## src/rtl/match_score_if.sv

```systemverilog
// Bundle between the light-chain/player-input logic and the match scorer.
// The player side drives presses and edge lights; the scorer returns scores, status and 7-seg digits.
interface match_score_if #(
  parameter int unsigned SCORE_W = 3
);
  logic               l_press;
  logic               r_press;
  logic               l_edge;
  logic               r_edge;
  logic               new_game;
  logic [SCORE_W-1:0] score_l;
  logic [SCORE_W-1:0] score_r;
  logic               round_rst;
  logic               match_over;
  logic [1:0]         winner;
  logic [6:0]         hex_l;
  logic [6:0]         hex_r;

  modport master (
    output l_press, r_press, l_edge, r_edge, new_game,
    input  score_l, score_r, round_rst, match_over, winner, hex_l, hex_r
  );

  modport slave (
    input  l_press, r_press, l_edge, r_edge, new_game,
    output score_l, score_r, round_rst, match_over, winner, hex_l, hex_r
  );
endinterface

```

## src/rtl/match_score_fsm.sv

```systemverilog
// Two-player tug-of-war scorer: PLAY -> POINT (timed round reset) -> PLAY, or OVER at WIN_SCORE.
// Define MATCH_SCORE_SEG_EN to build the 7-seg decoder; otherwise hex outputs are blanked.
module match_score_fsm #(
  parameter int unsigned SCORE_W   = 3,
  parameter int unsigned WIN_SCORE = 7,
  parameter int unsigned PAUSE_CYC = 4
) (
  input logic          clk,
  input logic          reset,
  match_score_if.slave bus
);

  localparam int unsigned        CNT_W      = (PAUSE_CYC > 1) ? $clog2(PAUSE_CYC) : 1;
  localparam logic [CNT_W-1:0]   PAUSE_LOAD = CNT_W'(PAUSE_CYC - 1);
  localparam logic [SCORE_W-1:0] WIN_VAL    = SCORE_W'(WIN_SCORE);
  localparam logic [SCORE_W-1:0] SCORE_ONE  = SCORE_W'(1);

  typedef enum logic [1:0] {StPlay, StPoint, StOver} state_e;

  state_e             state_q, state_d;
  logic [CNT_W-1:0]   cnt_q, cnt_d;
  logic [SCORE_W-1:0] score_l_q, score_l_d;
  logic [SCORE_W-1:0] score_r_q, score_r_d;
  logic               round_rst_q, round_rst_d;
  logic               match_over_q, match_over_d;
  logic [1:0]         winner_q, winner_d;
  logic               l_hit, r_hit;

  // Simultaneous presses cancel each other out.
  assign l_hit = bus.l_press & ~bus.r_press & bus.l_edge;
  assign r_hit = bus.r_press & ~bus.l_press & bus.r_edge;

  always_ff @(posedge clk) begin
    if (reset) begin
      state_q      <= StPlay;
      cnt_q        <= '0;
      score_l_q    <= '0;
      score_r_q    <= '0;
      round_rst_q  <= 1'b0;
      match_over_q <= 1'b0;
      winner_q     <= 2'b00;
    end else begin
      state_q      <= state_d;
      cnt_q        <= cnt_d;
      score_l_q    <= score_l_d;
      score_r_q    <= score_r_d;
      round_rst_q  <= round_rst_d;
      match_over_q <= match_over_d;
      winner_q     <= winner_d;
    end
  end

  always_comb begin
    state_d      = state_q;
    cnt_d        = cnt_q;
    score_l_d    = score_l_q;
    score_r_d    = score_r_q;
    round_rst_d  = round_rst_q;
    match_over_d = match_over_q;
    winner_d     = winner_q;

    case (state_q)
      StPlay: begin
        round_rst_d = 1'b0;
        if (l_hit || r_hit) begin
          if (l_hit) score_l_d = score_l_q + SCORE_ONE;
          else       score_r_d = score_r_q + SCORE_ONE;
          round_rst_d = 1'b1;
          if ((l_hit && score_l_d == WIN_VAL) || (r_hit && score_r_d == WIN_VAL)) begin
            state_d      = StOver;
            match_over_d = 1'b1;
            winner_d     = l_hit ? 2'b01 : 2'b10;
          end else begin
            state_d = StPoint;
            cnt_d   = PAUSE_LOAD;
          end
        end
      end
      StPoint: begin
        if (cnt_q == '0) begin
          state_d     = StPlay;
          round_rst_d = 1'b0;
        end else begin
          cnt_d       = cnt_q - CNT_W'(1);
          round_rst_d = 1'b1;
        end
      end
      StOver: begin
        round_rst_d  = 1'b1;
        match_over_d = 1'b1;
      end
      default: begin
        state_d     = StPlay;
        round_rst_d = 1'b0;
      end
    endcase

    // new_game overrides whatever the current state decided.
    if (bus.new_game) begin
      state_d      = StPoint;
      cnt_d        = PAUSE_LOAD;
      score_l_d    = '0;
      score_r_d    = '0;
      winner_d     = 2'b00;
      match_over_d = 1'b0;
      round_rst_d  = 1'b1;
    end
  end

  assign bus.score_l    = score_l_q;
  assign bus.score_r    = score_r_q;
  assign bus.round_rst  = round_rst_q;
  assign bus.match_over = match_over_q;
  assign bus.winner     = winner_q;

`ifdef MATCH_SCORE_SEG_EN
  // Active-low segments {g,f,e,d,c,b,a}.
  function automatic logic [6:0] seg7(input logic [3:0] d);
    logic [6:0] s;
    case (d)
      4'h0: s = 7'h40;
      4'h1: s = 7'h79;
      4'h2: s = 7'h24;
      4'h3: s = 7'h30;
      4'h4: s = 7'h19;
      4'h5: s = 7'h12;
      4'h6: s = 7'h02;
      4'h7: s = 7'h78;
      4'h8: s = 7'h00;
      4'h9: s = 7'h10;
      4'hA: s = 7'h08;
      4'hB: s = 7'h03;
      4'hC: s = 7'h46;
      4'hD: s = 7'h21;
      4'hE: s = 7'h06;
      default: s = 7'h0E;
    endcase
    return s;
  endfunction

  assign bus.hex_l = seg7(4'(score_l_q));
  assign bus.hex_r = seg7(4'(score_r_q));
`else
  assign bus.hex_l = 7'h7F;
  assign bus.hex_r = 7'h7F;
`endif

endmodule
```

## src/flat_wrapper.sv

```systemverilog
// flat-port wrapper written by rule: the top's interface ports become plain ports
module match_score_fsm_flat 
#(
  parameter int unsigned SCORE_W   = 3,
  parameter int unsigned WIN_SCORE = 7,
  parameter int unsigned PAUSE_CYC = 4
)
  (clk, reset, bus_l_press, bus_r_press, bus_l_edge, bus_r_edge, bus_new_game, bus_score_l, bus_score_r, bus_round_rst, bus_match_over, bus_winner, bus_hex_l, bus_hex_r);
  match_score_if #(.SCORE_W(SCORE_W)) bus_i ();
  input logic clk;
  input logic reset;
  input wire logic [$bits(bus_i.l_press)-1:0] bus_l_press;
  input wire logic [$bits(bus_i.r_press)-1:0] bus_r_press;
  input wire logic [$bits(bus_i.l_edge)-1:0] bus_l_edge;
  input wire logic [$bits(bus_i.r_edge)-1:0] bus_r_edge;
  input wire logic [$bits(bus_i.new_game)-1:0] bus_new_game;
  output wire logic [$bits(bus_i.score_l)-1:0] bus_score_l;
  output wire logic [$bits(bus_i.score_r)-1:0] bus_score_r;
  output wire logic [$bits(bus_i.round_rst)-1:0] bus_round_rst;
  output wire logic [$bits(bus_i.match_over)-1:0] bus_match_over;
  output wire logic [$bits(bus_i.winner)-1:0] bus_winner;
  output wire logic [$bits(bus_i.hex_l)-1:0] bus_hex_l;
  output wire logic [$bits(bus_i.hex_r)-1:0] bus_hex_r;
  assign bus_i.l_press = bus_l_press;
  assign bus_i.r_press = bus_r_press;
  assign bus_i.l_edge = bus_l_edge;
  assign bus_i.r_edge = bus_r_edge;
  assign bus_i.new_game = bus_new_game;
  assign bus_score_l = bus_i.score_l;
  assign bus_score_r = bus_i.score_r;
  assign bus_round_rst = bus_i.round_rst;
  assign bus_match_over = bus_i.match_over;
  assign bus_winner = bus_i.winner;
  assign bus_hex_l = bus_i.hex_l;
  assign bus_hex_r = bus_i.hex_r;
  match_score_fsm #(.SCORE_W(SCORE_W), .WIN_SCORE(WIN_SCORE), .PAUSE_CYC(PAUSE_CYC)) u_core (.clk(clk), .reset(reset), .bus(bus_i));
endmodule
```

## config.mk

```make
export PLATFORM = sky130hd
export DESIGN_NAME = match_score_fsm_flat
export DESIGN_NICKNAME = d
export VERILOG_FILES = /design/src/rtl/match_score_if.sv /design/src/rtl/match_score_fsm.sv /design/src/flat_wrapper.sv
export SDC_FILE = /design/constraint.sdc
export NUM_CORES = 1
export LEC_CHECK = 0
export BUFFER_PORTS_ARGS = -buffer_cell sky130_fd_sc_hd__buf_2
export CAP_MARGIN = 20
export CELL_PAD_IN_SITES_DETAIL_PLACEMENT = 0
export CELL_PAD_IN_SITES_GLOBAL_PLACEMENT = 1
export CORE_UTILIZATION = 30
export CTS_BUF_LIST = sky130_fd_sc_hd__clkbuf_2 sky130_fd_sc_hd__clkbuf_4 sky130_fd_sc_hd__clkbuf_8
export DETAILED_ROUTE_END_ITERATION = 16
export PLACE_DENSITY_LB_ADDON = 0.1
export SLEW_MARGIN = 20
export SYNTH_ARGS = -nofsm -noshare
export SYNTH_HDL_FRONTEND = slang
export SYNTH_SLANG_ARGS = --single-unit
```

## constraint.sdc

```tcl
create_clock -name clk -period 5.1 [get_ports clk]
set_clock_uncertainty 0.1 [all_clocks]
set_input_delay 1.02 -clock clk [delete_from_list [all_inputs] [get_ports clk]]
set_output_delay 1.02 -clock clk [all_outputs]
set_load 0.03 [all_outputs]
```

## Word-level counts from Yosys, hierarchy flattened

Index checks and enable logic that the tools add are counted.
W data, S select, Z words.

| word-level totals | value |
|---|---|
| flip-flop bits (word level) | 14 |
| output and inout bits | 24 |

| cells by class | value |
|---|---|
| $add $sub $neg | 3 |
| eq/ne operators | 12 |
| mux-type cells | 24 |
| bitwise logic cells | 7 |
| reduce and logical (&&, ||, !) cells | 15 |

Operators with widths:

| kind | count |
|---|---|
| $mux W3 | 6 |
| $mux W2 | 8 |
| $reduce_and A3 Y1 | 4 |
| $add A3 B1 Y3 const B | 2 |
| $eq A3 B3 Y1 const B | 2 |
| $mux W1 | 6 |
| $ne A2 B1 Y1 const B | 3 |
| $ne A3 B2 Y1 const B | 2 |
| $ne A3 B3 Y1 const B | 2 |
| $pmux W2 S3 | 1 |
| $and A1 B1 Y1 | 4 |
| $logic_not A2 Y1 | 2 |
| $pmux W2 S2 | 1 |
| $reduce_and A4 Y1 | 1 |
| $not A1 Y1 | 3 |
| $pmux W1 S3 | 1 |
| $reduce_bool A3 Y1 | 1 |
| $eq A2 B1 Y1 const B | 1 |
| $eq A2 B2 Y1 const B | 1 |
| $logic_and A1 B1 Y1 | 2 |
| $logic_or A1 B1 Y1 | 2 |
| $ne A2 B2 Y1 const B | 1 |
| $pmux W1 S2 | 1 |
| $reduce_and A2 Y1 | 1 |
| other kinds (3) | 3 |

## Depth between registers and ports, before layout

| logic depth | value |
|---|---|
| depth after elaboration | 13 |
| depth in mapped cells | 7 |
| depth with buffers taken out | 7 |

## Worst setup path before layout

No wires, ideal clock.

| timing path | value |
|---|---|
| path type | input-to-reg |
| start | input bus_l_edge |
| end | register u_core.winner_q[0] (netlist: u_core.bus.winner[0]) |
| library setup time | 116 ps |
| arrival | 1946 ps |
| data required time | 4884 ps |
| path slack | 2937 ps |
| cell stages on the path | 6 |
| buffers on the path | 1 |
| cell sequence | and3b_1 clkbuf_1 and4_2 o21ai_0 o21ai_1 o211a_1 |

| on the way | value |
|---|---|
| word-level cells in the longest chain between the ends | 8 |
| elaborated cells between the ends (all ways) | 15 |
| classes of those cells | eq/ne: 2; mux: 7; bitwise: 1; reduce/logical: 5 |

RTL lines:

| element | RTL line | RTL |
|---|---|---|
| start: declaration | flat_wrapper.sv:14 | `input wire logic [$bits(bus_i.l_edge)-1:0] bus_l_edge;` |
| $and A1 B1 Y1 * | match_score_fsm.sv:30 | `assign l_hit = bus.l_press & ~bus.r_press & bus.l_edge;` |
| $mux W3 | match_score_fsm.sv:66 | `if (l_hit) score_l_d = score_l_q + SCORE_ONE;` |
| $mux W3 | match_score_fsm.sv:65 | `if (l_hit \|\| r_hit) begin` |
| $mux W3 | match_score_fsm.sv:62 | `case (state_q)` |
| $eq A3 B3 Y1 | match_score_fsm.sv:69 | `if ((l_hit && score_l_d == WIN_VAL) \|\| (r_hit && score_r_d == WIN_VAL)) begin` |
| $logic_and A1 B1 Y1 | match_score_fsm.sv:69 |  |
| $logic_or A1 B1 Y1 | match_score_fsm.sv:69 |  |
| $reduce_and A3 Y1 (no line) | - |  |
| end signal: assignment | match_score_fsm.sv:49 | `winner_q <= winner_d;` |
| end: declaration | match_score_fsm.sv:26 | `logic [1:0] winner_q, winner_d;` |

Every way passes the cells marked *; elsewhere a longest branch is shown, timed or not. The select of a mux whose other input is x is not followed.
A chain may end at the register's enable or synchronous reset.

## Final worst setup path

| timing path | value |
|---|---|
| start | input bus_l_press |
| end | register u_core.state_q[0] |

| on the way | value |
|---|---|
| word-level cells in the longest chain between the ends | 12 |
| elaborated cells between the ends (all ways) | 23 |
| classes of those cells | eq/ne: 3; mux: 10; bitwise: 5; reduce/logical: 5 |

RTL lines:

| element | RTL line | RTL |
|---|---|---|
| start: declaration | flat_wrapper.sv:12 | `input wire logic [$bits(bus_i.l_press)-1:0] bus_l_press;` |
| $and A1 B1 Y1 (2 in a row) | match_score_fsm.sv:30 |  |
| $mux W3 | match_score_fsm.sv:66 |  |
| $mux W3 | match_score_fsm.sv:65 |  |
| $mux W3 | match_score_fsm.sv:62 |  |
| $eq A3 B3 Y1 | match_score_fsm.sv:69 |  |
| $logic_and A1 B1 Y1 | match_score_fsm.sv:69 |  |
| $logic_or A1 B1 Y1 | match_score_fsm.sv:69 |  |
| $mux W2 | match_score_fsm.sv:69 |  |
| $mux W2 | match_score_fsm.sv:65 |  |
| $pmux W2 S3 | match_score_fsm.sv:62 |  |
| $mux W1 | match_score_fsm.sv:99 | `if (bus.new_game) begin` |
| end signal: assignment | match_score_fsm.sv:35 | `state_q <= StPlay;` |
| end signal: assignment | match_score_fsm.sv:43 | `state_q <= state_d;` |
| end: declaration | match_score_fsm.sv:20 | `state_e state_q, state_d;` |

Parallel ways exist; a longest one is shown, timed or not. The select of a mux whose other input is x is not followed.

==> qor.csv <==
metric,value,unit
status,"finished, final reports clean",
antenna_cells,0,
initial_core_util,32.5,%
path_max_fanout,5,
coreArea,0.00254,mm²
grt_pass1_wl,2480,µm
tritoncts,yes,
syn_inst,102,
die_area,0.00298,mm²
gp_congestion,0.772,
hold_class,flip-flop to flip-flop,
holdWs,0.377,ns
cts_resized,0,
vdd_ir_drop_max,110,µV
max_cap_violations,0,
period_share,42.2,%
avgSynthCellArea,8.12,µm²
path_buf_inv,1,
synth-seq-cells,14,
drc,0,
cts-buffers-inserted,3,
avgViaCountPerCell,4.57,
critPathTopFamily,simple AND/OR/NAND/NOR gates,
path_clk_slew,0.09,ns
cp-end-kind,flip-flop,
multiInputGateArea,462,µm²
overflow,0,
syn2layout_area_growth,9.52,%
num_vias,672,
io_buffers,16,
drive_above_1_share,20.5,%
detailed_place_hpwl,1170,µm
track_usage,12.1,%
cp_slowest_cell,nor3_1,
reg2reg_to,u_core.cnt_q[0]$_SDFFE_PP0P_,
setup_ws,2.95,ns
die_w,54.5,µm
drtPass1Iterations,4,
io_pins,31,
clock_path_buffers,2,
rsz0062_at_grt,false,
finalWirelength,1550,µm
holdCritStartpoint,u_core.bus.match_over$_SDFFE_PP0P_,
synthArstFlopShare,0,%
synth.top_cells.by_area,"dfxtp_1 (34%), buf_4 (13%), nor2_1 (5.4%), ha_1 (4.5%), nand2_1 (3.6%)",
crit_path_max_incr_delay,0.39,ns
cts_root_buf,clkbuf_4,
netlist_top_cells_count,"buf_4 (14), dfxtp_1 (14), nor2_1 (12), nand2_1 (8)",
grt_max_degree,11,
die_h,54.5,µm
fp-row-count,18,
cts_hold_buffers,0,
drt_iter0_drc,4,
antenna_left,0,
antenna_found_initial,0,
synth_top_cell_by_area,dfxtp_1,
slew_viol_final,0,
insertion_delay,0.29,ns
post-place-ws,2.61,ns
reg2reg_slack,3.35,ns
ys.flop_type,dfxtp_1,
syn_area,828,µm²
finalHoldViolations,0,
startpoint,bus_l_press,
yosysWarnings,0,
h-tree-depth,1,
ys_types,33,
nFillCells,290,
min_path_cells,1,
critPathRequiredTime,5.19,ns
fin_crit,2.15,ns
synth_edf_count,0,
hold_path_end,u_core.bus.match_over$_SDFFE_PP0P_,
crit_path_start_kind,input port,
fin_tns_setup,0,ns
finalSetupViolCount,0,
cts.sinks,14,
synth_top_area_share,33.8,%
first_global_vias,551,
routedWlPerCell,10.5,µm
r2r_start,u_core.bus.score_l[0]$_SDFFE_PP0P_,
fin_nets,128,
critPathKind,input port to flip-flop,
p_leak,0.425,nW
yosysSeqAreaShare,33.8,%
power_density,267,mW/mm²
cp.arrival,2.25,ns
cts_setup_buffers,0,
r2r_cells,6,
seq_area,280,µm²
cp_cell_sequence,buf_2 -> nand3b_1 -> nor3_1 -> o2bb2ai_1 -> nor2_1 -> o21ba_2,
clock.fmax,0.464,GHz
## stage by stage
stage | instance area [µm²] | utilization (%) | total power, mW | std cells
after floorplan | 877 | - | 0.162 | 115
after global placement | 871 | 34.2 | 0.162 | 143
after detailed placement | 871 | 34.2 | 0.162 | 143
after CTS | 907 | 35.6 | 0.246 | 147
after global routing | 907 | 35.6 | 0.255 | 147
final | 907 | 35.6 | 0.242 | 147
## cells in the final DEF (no fill, tap or decap), types with 2 or more instances in the layout
cell / netlist / layout
a21oi_1: 4 / 4
buf_2: 1 / 16
clkbuf_4: 0 / 3
conb_1: 1 / 14
dfxtp_1: 14 / 14
ha_1: 3 / 3
inv_1: 3 / 3
nand2_1: 8 / 8
nand2b_1: 3 / 3
nand3_1: 4 / 4
nand3b_1: 2 / 2
nor2_1: 12 / 12
nor3_1: 4 / 4
o21ai_0: 3 / 3
o21ai_1: 2 / 2
o22ai_1: 2 / 2
xnor2_1: 3 / 3
xor2_1: 3 / 3
## how the worst max path moves through the flow
stage                                        endpoint  slack (ns)  cells after the start
finish                 u_core.state_q[0]$_SDFFE_PP0P_        2.95                      6
global route           u_core.state_q[0]$_SDFFE_PP0P_        2.80                      6
CTS                    u_core.state_q[0]$_SDFFE_PP0P_        2.92                      6
detailed placement     u_core.state_q[0]$_SDFFE_PP0P_        2.61                      6
global placement       u_core.state_q[0]$_SDFFE_PP0P_        2.63                      6
floorplan           u_core.bus.winner[0]$_SDFFE_PP0P_        2.94                      6
## cells by family after synthesis
logic type	count (synthesis)	share of synthesized area, %
compound gates	17	13.1
xor+xnor	6	6.35
fa+ha+maj	3	4.53
buf+inv	21	16.3
flops	14	33.8
mux	1	1.21
other cells	1	0.453
simple gates	39	24.2
## flip-flops by register name (all words and copies together) (netlist names)
signal / flops
u_core.cnt_q: 2
u_core.bus.score_r: 3
u_core.bus.round_rst: 1
u_core.bus.winner: 2
u_core.bus.score_l: 3
u_core.state_q: 2
u_core.bus.match_over: 1
## final cells by class
type,instances,share of cell area [%]
inverter,3,1.24
tap,30,4.14
clock buffer,4,4.00
timing repair buffer,16,8.83
sequential,14,30.9
multi-input combinational,80,50.9
## routing by layer
layer,wire (µm),global-route usage (%),vias to the layer above
met5,0,0,-
met4,45,8.97,0
met3,94,2.50,5
met2,566,15.9,24
met1,844,16.8,293
li1,-,-,350
## worst register-to-register path: stages (launching register included)
cell and delay (ns):
dfxtp_1 0.33, ha_1 0.23, xor2_1 0.16, a311oi_1 0.27, o2bb2ai_1 0.13, or4_1 0.40, o21ai_1 0.08
## power breakdown
part	internal (mW)	switching (mW)	leakage (nW)
sequential	0.113	0.00370	0.114
clock	0.0435	0.0398	0.0210
combinational	0.0118	0.0303	0.290
total	0.169	0.0738	0.425
(Power assumes the default switching activity.)
